$ cat src/rtl/uart_tx_fifo_if.sv
// Write-side bundle for uart_tx_fifo: byte strobe from the producer and FIFO status back to it.
interface uart_tx_fifo_if #(
  parameter int AW = 4
);
  logic        wr_en;
  logic [7:0]  wr_data;
  logic        full;
  logic        empty;
  logic [AW:0] level;
  logic        overflow;

  modport master (output wr_en, wr_data, input full, empty, level, overflow);
  modport slave  (input wr_en, wr_data, output full, empty, level, overflow);
endinterface

$ cat src/rtl/uart_tx_fifo.sv
// Buffered UART transmitter: byte FIFO feeding an 8N1 serializer (LSB first, selectable baud).
// Define UART_TX_PARITY_EN to insert an even-parity bit between the data bits and the stop bit.
module uart_tx_fifo #(
  parameter int CLK_FREQ = 50000000,
  parameter int DEPTH    = 16,
  parameter int AW       = 4
) (
  input  logic          Clk,
  input  logic          Rst,
  input  logic [2:0]    baud_set,
  uart_tx_fifo_if.slave wr,
  output logic          Rs232_Tx,
  output logic          busy,
  output logic          Tx_Done
);

  localparam int DIV_MAX = CLK_FREQ / 9600;
  localparam int DW      = $clog2(DIV_MAX + 1);

`ifdef UART_TX_PARITY_EN
  typedef enum logic [2:0] {IDLE, START, DATA, PARITY, STOP} state_t;
`else
  typedef enum logic [2:0] {IDLE, START, DATA, STOP} state_t;
`endif

  function automatic logic [DW-1:0] div_of(input logic [2:0] sel);
    int d;
    case (sel)
      3'd1:    d = CLK_FREQ / 19200;
      3'd2:    d = CLK_FREQ / 38400;
      3'd3:    d = CLK_FREQ / 57600;
      3'd4:    d = CLK_FREQ / 115200;
      default: d = CLK_FREQ / 9600;
    endcase
    return DW'(d);
  endfunction

`ifdef UART_TX_PARITY_EN
  function automatic logic even_parity(input logic [7:0] b);
    return ^b;
  endfunction
`endif

  logic [7:0]    mem [DEPTH];
  logic [AW-1:0] wr_ptr, rd_ptr;
  logic [AW:0]   count;
  logic          push, pop, overflow_q;

  state_t        state, state_nx;
  logic [DW-1:0] cnt, div_q;
  logic [2:0]    bit_idx;
  logic [7:0]    shift_q;
  logic          tick, tx_bit, done_nx;
  logic          tx_q, busy_q, done_q;

  // A write is refused whenever the FIFO is full at the start of the cycle, even if a pop happens too.
  assign push = wr.wr_en && !wr.full;
  assign pop  = (state == IDLE) && !wr.empty;

  assign wr.full     = (count == (AW+1)'(DEPTH));
  assign wr.empty    = (count == '0);
  assign wr.level    = count;
  assign wr.overflow = overflow_q;

  always_ff @(posedge Clk) begin
    if (push) mem[wr_ptr] <= wr.wr_data;
  end

  always_ff @(posedge Clk) begin
    if (Rst) begin
      wr_ptr     <= '0;
      rd_ptr     <= '0;
      count      <= '0;
      overflow_q <= 1'b0;
    end else begin
      overflow_q <= wr.wr_en && wr.full;
      if (push) wr_ptr <= wr_ptr + 1'b1;
      if (pop)  rd_ptr <= rd_ptr + 1'b1;
      case ({push, pop})
        2'b10:   count <= count + 1'b1;
        2'b01:   count <= count - 1'b1;
        default: count <= count;
      endcase
    end
  end

  // Byte and divider are latched at frame start, so a baud_set change only affects later frames.
  always_ff @(posedge Clk) begin
    if (pop) begin
      shift_q <= mem[rd_ptr];
      div_q   <= div_of(baud_set);
    end
  end

  assign tick = (cnt == div_q - 1'b1);

  always_ff @(posedge Clk) begin
    if (Rst) state <= IDLE;
    else     state <= state_nx;
  end

  always_comb begin
    state_nx = state;
    case (state)
      IDLE:  if (!wr.empty) state_nx = START;
      START: if (tick) state_nx = DATA;
`ifdef UART_TX_PARITY_EN
      DATA:   if (tick && bit_idx == 3'd7) state_nx = PARITY;
      PARITY: if (tick) state_nx = STOP;
`else
      DATA:   if (tick && bit_idx == 3'd7) state_nx = STOP;
`endif
      STOP:    if (tick) state_nx = IDLE;
      default: state_nx = IDLE;
    endcase
  end

  always_ff @(posedge Clk) begin
    if (Rst) begin
      cnt     <= '0;
      bit_idx <= '0;
    end else if (state_nx != state || state == IDLE) begin
      cnt     <= '0;
      bit_idx <= '0;
    end else if (tick) begin
      cnt     <= '0;
      bit_idx <= bit_idx + 1'b1;
    end else begin
      cnt     <= cnt + 1'b1;
    end
  end

  always_comb begin
    tx_bit  = 1'b1;
    done_nx = 1'b0;
    case (state)
      START:  tx_bit = 1'b0;
      DATA:   tx_bit = shift_q[bit_idx];
`ifdef UART_TX_PARITY_EN
      PARITY: tx_bit = even_parity(shift_q);
`endif
      STOP:   done_nx = tick;
      default: tx_bit = 1'b1;
    endcase
  end

  // Line and busy are registered, so they trail the state register by one clock.
  always_ff @(posedge Clk) begin
    if (Rst) begin
      tx_q   <= 1'b1;
      busy_q <= 1'b0;
      done_q <= 1'b0;
    end else begin
      tx_q   <= tx_bit;
      busy_q <= (state != IDLE);
      done_q <= done_nx;
    end
  end

  assign Rs232_Tx = tx_q;
  assign busy     = busy_q;
  assign Tx_Done  = done_q;

endmodule

$ cat src/flat_wrapper.sv
// flat-port wrapper written by rule: the top's interface ports become plain ports
module uart_tx_fifo_flat 
#(
  parameter int CLK_FREQ = 50000000,
  parameter int DEPTH    = 16,
  parameter int AW       = 4
)
  (Clk, Rst, baud_set, Rs232_Tx, busy, Tx_Done, wr_wr_en, wr_wr_data, wr_full, wr_empty, wr_level, wr_overflow);
  uart_tx_fifo_if #(.AW(AW)) wr_i ();
  input  logic Clk;
  input  logic Rst;
  input  logic [2:0] baud_set;
  output logic Rs232_Tx;
  output logic busy;
  output logic Tx_Done;
  input wire logic [$bits(wr_i.wr_en)-1:0] wr_wr_en;
  input wire logic [$bits(wr_i.wr_data)-1:0] wr_wr_data;
  output wire logic [$bits(wr_i.full)-1:0] wr_full;
  output wire logic [$bits(wr_i.empty)-1:0] wr_empty;
  output wire logic [$bits(wr_i.level)-1:0] wr_level;
  output wire logic [$bits(wr_i.overflow)-1:0] wr_overflow;
  assign wr_i.wr_en = wr_wr_en;
  assign wr_i.wr_data = wr_wr_data;
  assign wr_full = wr_i.full;
  assign wr_empty = wr_i.empty;
  assign wr_level = wr_i.level;
  assign wr_overflow = wr_i.overflow;
  uart_tx_fifo #(.CLK_FREQ(CLK_FREQ), .DEPTH(DEPTH), .AW(AW)) u_core (.Clk(Clk), .Rst(Rst), .baud_set(baud_set), .wr(wr_i), .Rs232_Tx(Rs232_Tx), .busy(busy), .Tx_Done(Tx_Done));
endmodule
$ cat config.mk
export PLATFORM = sky130hd
export DESIGN_NAME = uart_tx_fifo_flat
export DESIGN_NICKNAME = d
export VERILOG_FILES = /design/src/rtl/uart_tx_fifo_if.sv /design/src/rtl/uart_tx_fifo.sv /design/src/flat_wrapper.sv
export SDC_FILE = /design/constraint.sdc
export NUM_CORES = 1
export LEC_CHECK = 0
export ABC_AREA = 1
export CAP_MARGIN = 25
export CORE_UTILIZATION = 25
export CTS_CLUSTER_SIZE = 10
export DETAILED_ROUTE_END_ITERATION = 12
export PLACE_DENSITY = 0.48
export SYNTH_ARGS = -nofsm -noshare
export SYNTH_HDL_FRONTEND = slang
export SYNTH_SLANG_ARGS = --single-unit
$ cat constraint.sdc
create_clock -name Clk -period 7.4 [get_ports Clk]
set_clock_uncertainty 0.05 [all_clocks]
set_input_delay 1.85 -clock Clk [delete_from_list [all_inputs] [get_ports Clk]]
set_output_delay 1.85 -clock Clk [all_outputs]
set_load 0.005 [all_outputs]
Word-level counts from Yosys, hierarchy flattened
Memory sizes are Yosys's and may differ from the RTL's. A register that Yosys moved wholly into a read port is not among the register bits.
Cells that the tools add are included.
{"block": "word_totals", "regBits": 49, "latch_bits": 0, "mem_bits_rw": 128, "rom_bits": 0, "inputBits": 14, "out_inout_bits": 11, "elab_cells": 60, "memories": 1}
{"block": "classes", "add_sub_neg": 7, "n_mul": 0, "div_mod_pow": 0, "magnitude_cmp": 1, "eq_ne": 13, "shift": 0, "muxes": 12, "n_bitwise": 1, "n_reduce_logical": 14}
{"name": "u_core.mem", "depth": 16, "width": 8, "rd": 1, "rd_clocked_by_memory_dff": 1, "wr": 1, "line_no": "uart_tx_fifo.sv:44", "text": "logic [7:0] mem [DEPTH];"}
{"operator": "$pmux 13 s4", "count": 1}
{"operator": "$add 13x1->13 const B", "count": 1}
{"operator": "$eq 13x13->1", "count": 1}
{"operator": "$sub 13x1->13 const B", "count": 1}
{"operator": "$eq 3x2->1 const B", "count": 4}
{"operator": "$mux 3", "count": 4}
{"operator": "$pmux 3 s4", "count": 1}
{"operator": "$pmux 5 s2", "count": 1}
{"operator": "$add 4x1->4 const B", "count": 2}
{"operator": "$eq 3x1->1 const B", "count": 2}
{"operator": "$eq 3x3->1 const B", "count": 2}
{"operator": "$add 5x1->5 const B", "count": 1}
{"operator": "$eq 5x5->1 const B", "count": 1}
{"operator": "$logic_not 5->1", "count": 1}
{"operator": "$sub 5x1->5 const B", "count": 1}
{"operator": "$logic_and 1x1->1", "count": 4}
{"operator": "$lt 3x4->1 const B", "count": 1}
{"operator": "$reduce_or 2->1", "count": 2}
{"operator": "$add 3x1->3 const B", "count": 1}
{"operator": "$bmux 1 s3", "count": 1}
{"operator": "$logic_not 3->1", "count": 1}
{"operator": "$mux 1", "count": 3}
{"operator": "$ne 3x3->1", "count": 1}
{"operator": "$reduce_bool 3->1", "count": 1}
{"operator": "8 further kinds", "count": 9}

Logic depth before layout (Yosys ltp)
Gate-level depths: netlist (run 1).
{"block": "depth", "word_depth": 8, "mapped_depth": 21, "mapped_depth_nobuf": 20}

Worst setup path before layout (run 1)
No wires, ideal clock.
{"block": "synth_timing", "path_kind": "input to register", "from": "input wr_wr_en", "to": "register u_core.count[4] (netlist: u_core.wr.level[4])", "setup_time_ps": 70, "t_arrival_ps": 3244, "required_ps": 7280, "slack_ps": 4036, "cell_stages": 11, "path_buffers": 0, "path_cell_list": "nand2_1 -> ha_1 -> inv_1 -> fa_1 -> inv_1 -> a31oi_1 -> inv_1 -> o21ai_0 -> a21oi_1 -> o21ai_0 -> a21oi_1"}
{"block": "synth_between", "elab_chain_cells": 3, "elab_cells_between_ends": 5, "cone_classes": "2 x eq/ne; 1 x mux; 2 x reduce/logical"}
{"element": "start, declared", "line_no": "flat_wrapper.sv:16", "text": "input wire logic [$bits(wr_i.wr_en)-1:0] wr_wr_en;"}
{"element": "$logic_and 1x1->1 *", "line_no": "uart_tx_fifo.sv:57", "text": "assign push = wr.wr_en && !wr.full;"}
{"element": "$eq 2x1->1 / $eq 2x2->1 (equally long branches)", "line_no": "uart_tx_fifo.sv:79", "text": "case ({push, pop})"}
{"element": "$pmux 5 s2 / $reduce_bool 2->1 (equally long branches)"}
{"element": "end signal, assigned", "line_no": "uart_tx_fifo.sv:80", "text": "2'b10: count <= count + 1'b1;"}
{"element": "end signal, assigned", "line_no": "uart_tx_fifo.sv:81", "text": "2'b01: count <= count - 1'b1;"}
{"element": "end signal, assigned", "line_no": "uart_tx_fifo.sv:82", "text": "default: count <= count;"}
{"element": "end, declared", "line_no": "uart_tx_fifo.sv:46", "text": "logic [AW:0] count;"}
Every way passes the cells marked *; elsewhere a longest branch is shown, timed or not.
A chain may end at the register's enable or synchronous reset.

Worst setup path after layout (run 1)
{"block": "layout_timing", "from": "register u_core.count[1] (netlist: u_core.wr.level[1])", "to": "output wr_empty"}
{"block": "layout_between", "elab_chain_cells": 1}
{"element": "$logic_not 5->1", "line_no": "uart_tx_fifo.sv:61", "text": "assign wr.empty = (count == '0);"}
{"element": "end, declared", "line_no": "flat_wrapper.sv:19", "text": "output wire logic [$bits(wr_i.empty)-1:0] wr_empty;"}
Every way passes these cells.

==> results of run 1 <==
==> synthesized netlist by cell type, drive strengths merged <==
| cell | instances | area share (%) |
|---|---|---|
| and2 | 1 | 0.077 |
| nand3 | 34 | 2.5 |
| o21bai | 1 | 0.14 |
| conb | 1 | 0.046 |
| fa | 1 | 0.25 |
| xor2 | 11 | 1.2 |
| o21ai | 85 | 5.2 |
| mux2i | 2 | 0.25 |
| o211ai | 13 | 1.2 |
| nand2 | 97 | 4.7 |
| nor3 | 5 | 0.31 |
| nor2 | 142 | 7.9 |
| inv | 76 | 3.5 |
| mux2 | 2 | 0.28 |
| a21oi | 15 | 1.1 |
| o221ai | 22 | 2.4 |
| clkinv | 2 | 0.092 |
| a211oi | 1 | 0.092 |
| ha | 13 | 2.0 |
| xnor2 | 6 | 0.64 |
| buf | 1 | 0.25 |
| a31oi | 1 | 0.077 |
| nor4 | 2 | 0.15 |
| nand4 | 5 | 0.38 |
| o22ai | 10 | 0.77 |
| edfxtp | 148 | 54 |
| dfxtp | 36 | 8.8 |
| clkbuf | 27 | 1.2 |
| nand3b | 2 | 0.18 |
==> cells by family after synthesis <==
kind of cell	after synthesis	synth area share [%]
simple gates	288	16.19
flops	184	63.23
compound gates	148	10.89
buf+inv	106	5.070
xor+xnor	17	1.823
fa+ha+maj	14	2.236
mux	4	0.5207
other cells	1	0.04590
==> per-layer routing <==
layer / vias to the layer above / share of wire (%) / global-route usage, %
met4: 0 / 1.6 / 4.336
li1: 2678 / - / -
met5: - / 0 / 0
met2: 152 / 48 / 20.02
met3: 24 / 5.0 / 2.542
met1: 2611 / 45 / 16.00
==> area by class of cell <==
| cell class | instances | area [um2] |
|---|---|---|
| Timing Repair Buffer | 29 | 297.8 |
| Clock inverter | 15 | 209.0 |
| Inverter | 78 | 292.8 |
| Clock buffer | 17 | 425.4 |
| Fill cell | 3316 | 22360 |
| Multi-Input combinational cell | 472 | 2590 |
| Sequential cell | 184 | 5166 |
| Tap cell | 435 | 544.3 |
==> flip-flops by register name, indices dropped and copies added, names as in the netlist <==
| register | count |
|---|---|
| u_core.rd_ptr | 4 |
| u_core.state | 3 |
| u_core.Rs232_Tx | 1 |
| u_core.bit_idx | 3 |
| u_core.div_q | 12 |
| u_core.shift_q | 8 |
| u_core.busy | 1 |
| u_core.wr.level | 5 |
| u_core.wr.overflow | 1 |
| u_core.cnt | 13 |
| u_core.wr_ptr | 4 |
| u_core.mem | 128 |
| u_core.Tx_Done | 1 |
==> worst max-delay path: cells and delay by family, from the launching register on <==
kind	cells	cell delay [ns]
simple gates	2	0.42
buf+inv	2	0.62
flops	1	0.35
==> worst max path at each step <==
stage	to	start	slack (ns)
3_3_place_gp	u_core.wr.level[4]	wr_wr_en	3.36
6_report	wr_empty	u_core.wr.level[1]	3.66
4_1_cts	wr_empty	u_core.wr.level[1]	3.62
5_1_grt	wr_empty	u_core.wr.level[1]	3.52
3_5_place_dp	u_core.wr.level[4]	wr_wr_en	3.36
2_1_floorplan	u_core.wr.level[4]	wr_wr_en	4.04
==> power breakdown <==
group | internal, mW | total, mW | switching [mW]
Clock | 0.547 | 0.987 | 0.440
Sequential | 1.21 | 1.26 | 0.0475
Combinational | 0.236 | 0.725 | 0.489
Total | 2.00 | 2.97 | 0.977
==> impl_metrics.tcl, run 1 <==
set metrics [dict create \
    setup.worst_path.end_class "output pin" \
    hp-class "reg2reg" \
    cts_max_level 4 \
    ir_drop_mv 0.1778 \
    setup_viol 0 \
    slowest_delay_ns 0.53 \
    min_from "u_core.cnt[0]" \
    cts_tree "yes" \
    drive_above_1_share_pct 9.686 \
    grt.overflow.total 0 \
    setup_tns_ns 0 \
    core_um2 31880 \
    syn_inst 762 \
    dr.first_iter.drc_count 425 \
    grt_pass1_wl_um 30310 \
    preCtsSetupSlack_ns 3.363 \
    final_nets 810 \
    cts_hold_buf 0 \
    rr_worst_depth 7 \
    min_period_ns 3.737 \
    drt_first_pass_iters 5 \
    die_area_um2 33400 \
    diodes 0 \
    timing.fmax_mhz 267.6 \
    synth_nets 790 \
    wirelength_um 19540 \
    path_max_fanout 5 \
    finalCritPeriodShare_pct 50.50 \
    drv_cap 0 \
    cts_made_buffers 17 \
    leakage_nw 3.259 \
    vias_per_cell 4.443 \
    avgSynthCellArea_um2 10.72 \
    dp_hpwl_um 12780 \
    finalHoldWorstSlack_ns 0.4184 \
    dpl_cell_area_um2 8864 \
    final_cell_mix "edfxtp_1, nor2_1, nand2_1, o21ai_0, inv_1" \
    final_cell_area_um2 9525 \
    rows 65 \
    final_common_cell "edfxtp_1" \
    hold_end "u_core.cnt[0]" \
    final_antenna_net_count 0 \
    finalNonFillerCells 1230 \
    clock_path_buffers 2 \
    p_per_area_nw_per_um2 312.1 \
    worst_ep_arrival_time_ns 1.84 \
    syn2layout_area_growth_pct 16.60 \
    postCtsResizedCells 0 \
    regToRegStartpoint "u_core.rd_ptr[0]" \
    dpl.cell_count 1197 \
    place_congestion 0.7658 \
    yosysWarnings 0 \
    worstPathRequired_ns 5.50 \
    synth_cell_types 37 \
    antenna_found_initial 0 \
    grt_usage_pct 12.24 \
    ys_seq_elements 184 \
    critPathKind "reg2out" \
    io_pins 25 \
    crit_chain "nor4_1, inv_1, nor2_1, clkdlybuf4s50_1" \
    first_global_vias 5279 \
    avgRoutedWirePerCell_um 15.89 \
    fin_ws_ns 3.663 \
    max_slew_margin_pct 31.46 \
    post_cts_buffers 0 \
    ys_seq_area_share_pct 63.23 \
    total_power_mw 2.973 \
    final_hold_viol_count 0 \
    drc 0 \
    final_core_util_pct 29.88 \
    fp.dieW_um 182.8 \
    cp-start-kind "flop" \
    r2r-end "u_core.shift_q[3]" \
    insertion_delay_ns 0.44 \
    worst_slew_pin_slew_ns 1.027 \
    whs_path_depth 1 \
    grt_setup_unrepaired "false" \
    slew_viol_final 0 \
    cts-root-buf "clkbuf_16" \
    grt_max_degree 68 \
    r2r_setup_slack_ns 4.54 \
    clk_pin_slew_ns 0.07 \
    io_buffer_count 24 \
    netlist_area_um2 8169 \
    clock_sinks 184 \
    status "finished clean" \
    die_h_um 182.8 \
    vias 5465 \
    critPathSlowestCell "clkdlybuf4s50_1" \
    start_util_pct 25.62 \
]
(Power assumes the default switching activity.)
==> inputs of run 2 (changes only) <==
- clock period: 7.4 -> 3.44 ns (I/O delays scaled with it)
==> run 2 against run 1 <==
Against the previous run:
- worst setup slack got worse by 3.0 ns
- cell area rose by 0.34%
- die area did not move
- power grew 110%
- first-iteration DRC count decreased by 18%
- combinational power is 110% higher
- critical path depth unchanged
==> impl_metrics.tcl, run 2 (synthesis results as in run 1) <==
set metrics [dict create \
    final_cell_mix "edfxtp_1, nor2_1, nand2_1, o21ai_0, inv_1" \
    rr_worst_depth 18 \
    io_buffer_count 24 \
    ir_drop_mv 0.3907 \
    syn2layout_area_growth_pct 17.00 \
    dr.first_iter.drc_count 347 \
    die_area_um2 33400 \
    final_common_cell "edfxtp_1" \
    seqPwrFrac_pct 44.3 \
    status "finished clean" \
    setup_viol 0 \
    top_register "u_core.mem" \
    min_period_ns 2.748 \
    busiest_layer "met2" \
    grt_pass1_wl_um 30130 \
    worst_ep_arrival_time_ns 1.84 \
    post_cts_buffers 0 \
    first_global_vias 5374 \
    grt.overflow.total 0 \
    wirelength_um 19110 \
    grt_usage_pct 11.96 \
    p_switching_mw 2.074 \
    max_slew_margin_pct 51.04 \
    min_from "u_core.cnt[0]" \
    setup.worst_path.end_class "output pin" \
    clock_sinks 184 \
    grtUsageMet1_pct 15.68 \
    final_hold_viol_count 0 \
    postCtsResizedCells 0 \
    leakage_nw 3.301 \
    clock_power_share_pct 31.3 \
    grt_max_degree 66 \
    nFillCells 3323 \
    timing.fmax_mhz 363.9 \
    diodes 0 \
    worst_slew_pin_slew_ns 0.7317 \
    grt_use_met2_pct 20.14 \
    slew_viol_final 0 \
    fin_ws_ns 0.6922 \
    cts_made_buffers 17 \
    p_per_area_nw_per_um2 650.1 \
    cts_hold_buf 0 \
    power_frac_comb_pct 24.4 \
    critPathKind "reg2out" \
    io_pins 25 \
    cp-start-kind "flop" \
    cts_tree "yes" \
    drv_cap 0 \
    critPathSlowestCell "clkdlybuf4s50_1" \
    switching_share_pct 33.38 \
    path_max_fanout 5 \
    whs_path_depth 1 \
    finalCritPeriodShare_pct 79.88 \
    insertion_delay_ns 0.43 \
    drive_above_1_share_pct 11.00 \
    vias 5389 \
    crit_chain "nor4_1, inv_1, nor2_1, clkdlybuf4s50_1" \
    rows 65 \
    regToRegStartpoint "u_core.div_q[1]" \
    top_regs "u_core.mem: 128 flops, u_core.cnt: 13 flops, u_core.div_q: 12 flops" \
    clock_path_buffers 2 \
    drc 0 \
    preCtsSetupSlack_ns 0.4162 \
    largest_reg_flops 128 \
    antenna_found_initial 0 \
    power.internal_mw 4.139 \
    grt_setup_unrepaired "false" \
    setup_tns_ns 0 \
    cts_max_level 4 \
    final_antenna_net_count 0 \
    grt_util_met3_pct 2.264 \
    slowest_delay_ns 0.52 \
    start_util_pct 25.62 \
    core_um2 31880 \
    die_h_um 182.8 \
    dp_hpwl_um 12600 \
    startpoint "u_core.wr.level[1]" \
    avgRoutedWirePerCell_um 15.36 \
    fp.dieW_um 182.8 \
    worstPathRequired_ns 2.53 \
    clk_pin_slew_ns 0.07 \
    final_nets 824 \
    vias_per_cell 4.332 \
    finalHoldWorstSlack_ns 0.4213 \
    hp-class "reg2reg" \
    drt_first_pass_iters 5 \
    cts-root-buf "clkbuf_16" \
    place_congestion 0.7773 \
]
run 2: cell count changes in the layout (fill, tap and decap cells not counted), sizes merged:
cell,previous run,this run
buf,5,19
bufinv,3,1
clkbuf,17,19
clkinv,8,7
inv,81,82
run 2: area by class of cell:
type / count / area, um2 / area share (%)
inverter: 78 / 292.8 / 3.063
tap: 435 / 544.3 / 5.694
sequential: 184 / 5166 / 54.05
clock buffer: 19 / 432.9 / 4.529
multi-input combinational: 472 / 2590 / 27.10
timing repair buffer: 43 / 395.4 / 4.137
clock inverter: 13 / 136.4 / 1.427
run 2: path summary, 6_finish.rpt:
| kind | end | slack [ns] |
|---|---|---|
| max reg2reg | u_core.cnt[2] | 0.74 |
| min reg2reg | u_core.cnt[0] | 0.42 |
| max | wr_empty | 0.69 |
| min | u_core.cnt[0] | 0.42 |
run 2: critical path: cells and delay by family (launching register included):
kind                   cells  cell delay [ns]
flip-flops                 1             0.37
buffers and inverters      2             0.61
AND/OR/NAND/NOR            2             0.44
run 2: metrics by stage:
step,total power [mW],area [um2],instances,utilization (%)
final,6.213,9558,1244,29.98
after global routing,6.546,9558,1244,29.98
after CTS,6.287,9558,1244,29.98
after detailed placement,4.347,8989,1212,28.19
after global placement,4.340,8989,1212,28.19
after floorplan,3.741,8169,762,-
run 2: metal layers:
layer | vias to the layer above | wire (um)
li1 | 2703 | -
met1 | 2574 | 8745
met2 | 92 | 9407
met3 | 20 | 755
met4 | 0 | 204
met5 | - | 0
run 2: power by group through the flow:
stage                     logic (mW)  clock network [mW]  registers, mW
after CTS                       1.54                1.98           2.76
after detailed placement        1.54                   0           2.81
after global placement          1.54                   0           2.80
after global routing            1.71                2.06           2.78
after floorplan                0.997                   0           2.74
final                           1.51                1.95           2.75
==> inputs of run 3 (changes only) <==
- clock period: 3.44 -> 2.65 ns (I/O delays scaled with it)
==> run 3 against run 2 <==
Against the previous run:
- power rose by 34%
- largest power group unchanged
- final cell count rose by 1.1%
- first-iteration DRC count fell by 3.2%
- sequential share of layout area fell by 1.4 points
==> impl_metrics.tcl, run 3 (synthesis results as in run 1) <==
set metrics [dict create \
    top_register "u_core.mem" \
    setup_viol 0 \
    final_common_cell "edfxtp_1" \
    leakage_nw 3.398 \
    grt_max_degree 67 \
    worst_ep_arrival_time_ns 1.78 \
    wirelength_um 18860 \
    crit_chain "nor4_2, inv_1, nor2_1, clkdlybuf4s50_1" \
    worstPathRequired_ns 1.94 \
    dpl.cell_count 1224 \
    io_buffer_count 24 \
    critical-path-top-delay-family "buffers and inverters" \
    cts-root-buf "clkbuf_16" \
    dr.first_iter.drc_count 336 \
    diodes 0 \
    ir_drop_mv 0.4652 \
    setup.worst_path.end_class "output pin" \
    fp.dieW_um 182.8 \
    crit_buf_inv 2 \
    dp_hpwl_um 12010 \
    total_power_mw 8.322 \
    die_h_um 182.8 \
    worst_slew_pin_slew_ns 0.6987 \
    path_max_fanout 3 \
    cp-start-kind "flop" \
    insertion_delay_ns 0.43 \
    place_congestion 0.8089 \
    timing.fmax_mhz 400.7 \
    drc 0 \
    io_pins 25 \
    vias_per_cell 4.315 \
    critPathSlowestCell "clkdlybuf4s50_1" \
    syn2layout_area_growth_pct 20.03 \
    grt_usage_pct 11.91 \
    finalCritPeriodShare_pct 94.18 \
    top_regs "u_core.mem: 128 flops, u_core.cnt: 13 flops, u_core.div_q: 12 flops" \
    grt_pass1_wl_um 29850 \
    final_cell_area_um2 9806 \
    max_slew_margin_pct 53.28 \
    hp-class "reg2reg" \
    final_hold_viol_count 0 \
    status "finished clean" \
    avgRoutedWirePerCell_um 14.99 \
    dpl_cell_area_um2 9139 \
    grt.overflow.total 0 \
    final_antenna_net_count 0 \
    drt_first_pass_iters 5 \
    cts_max_level 4 \
    core_um2 31880 \
    clock_sinks 184 \
    largest_reg_flops 128 \
    min_period_ns 2.496 \
    cts_hold_buf 0 \
    finalHoldWorstSlack_ns 0.4242 \
    start_util_pct 25.62 \
    die_area_um2 33400 \
    vias 5428 \
    p_per_area_nw_per_um2 848.7 \
    drive_above_1_share_pct 13.85 \
    final_cell_mix "edfxtp_1, nor2_1, nand2_1, o21ai_0, inv_1" \
    antenna_found_initial 0 \
    final_nets 838 \
    clk_pin_slew_ns 0.07 \
    cts_made_buffers 17 \
    slowest_delay_ns 0.52 \
    critPathKind "reg2out" \
    setup_tns_ns 0 \
    clock_path_buffers 2 \
    cts_tree "yes" \
    first_global_vias 5356 \
    finalNonFillerCells 1258 \
    rows 65 \
    slew_viol_final 0 \
    drv_cap 0 \
]
## run 3: final timing paths
| kind | slack [ns] | depth (start not counted) | from | end |
|---|---|---|---|---|
| max | 0.15 | 4 | u_core.wr.level[0] | wr_full |
| min | 0.42 | 1 | u_core.cnt[0] | u_core.cnt[0] |
| max reg2reg | 0.24 | 15 | u_core.wr.level[0] | u_core.wr.level[4] |
| min reg2reg | 0.42 | 1 | u_core.cnt[0] | u_core.cnt[0] |
## run 3: layout make-up
class / count / area [um2]
fillers: 3309 / 22070
flip-flops and latches: 184 / 5167
multi-input cells: 472 / 2656
well taps: 435 / 544.3
repair buffers: 57 / 525.5
clock buffers: 20 / 466.7
inverters: 78 / 296.5
clock inverters: 12 / 148.9
## run 3: metal layers
metal	up-vias	part of all wire, %	GRT usage, %
met5	-	0	0
met4	0	0.71	2.824
met3	8	3.5	2.462
met2	81	49	20.09
met1	2599	47	15.58
li1	2740	-	-
## run 3: what timing repair did
action	in CTS	in global routing
endpoints found under the setup margin	0	18
resized for setup	0	5
setup buffers	0	2
## run 3: metrics by stage
step | setup slack [ns] | utilization (%)
finish | 0.1543 | 30.76
global route | -0.004449 | 30.76
CTS | 0.04864 | 30.60
detailed placement | 0.03444 | 28.67
global placement | 0.04258 | 28.67
floorplan | 0.01547 | -
## run 3: report_power, final
| group | total (mW) | switching [mW] | internal (mW) |
|---|---|---|---|
| clock network | 2.61 | 1.19 | 1.42 |
| logic | 2.20 | 1.42 | 0.786 |
| registers | 3.51 | 0.118 | 3.39 |
| total | 8.32 | 2.72 | 5.60 |
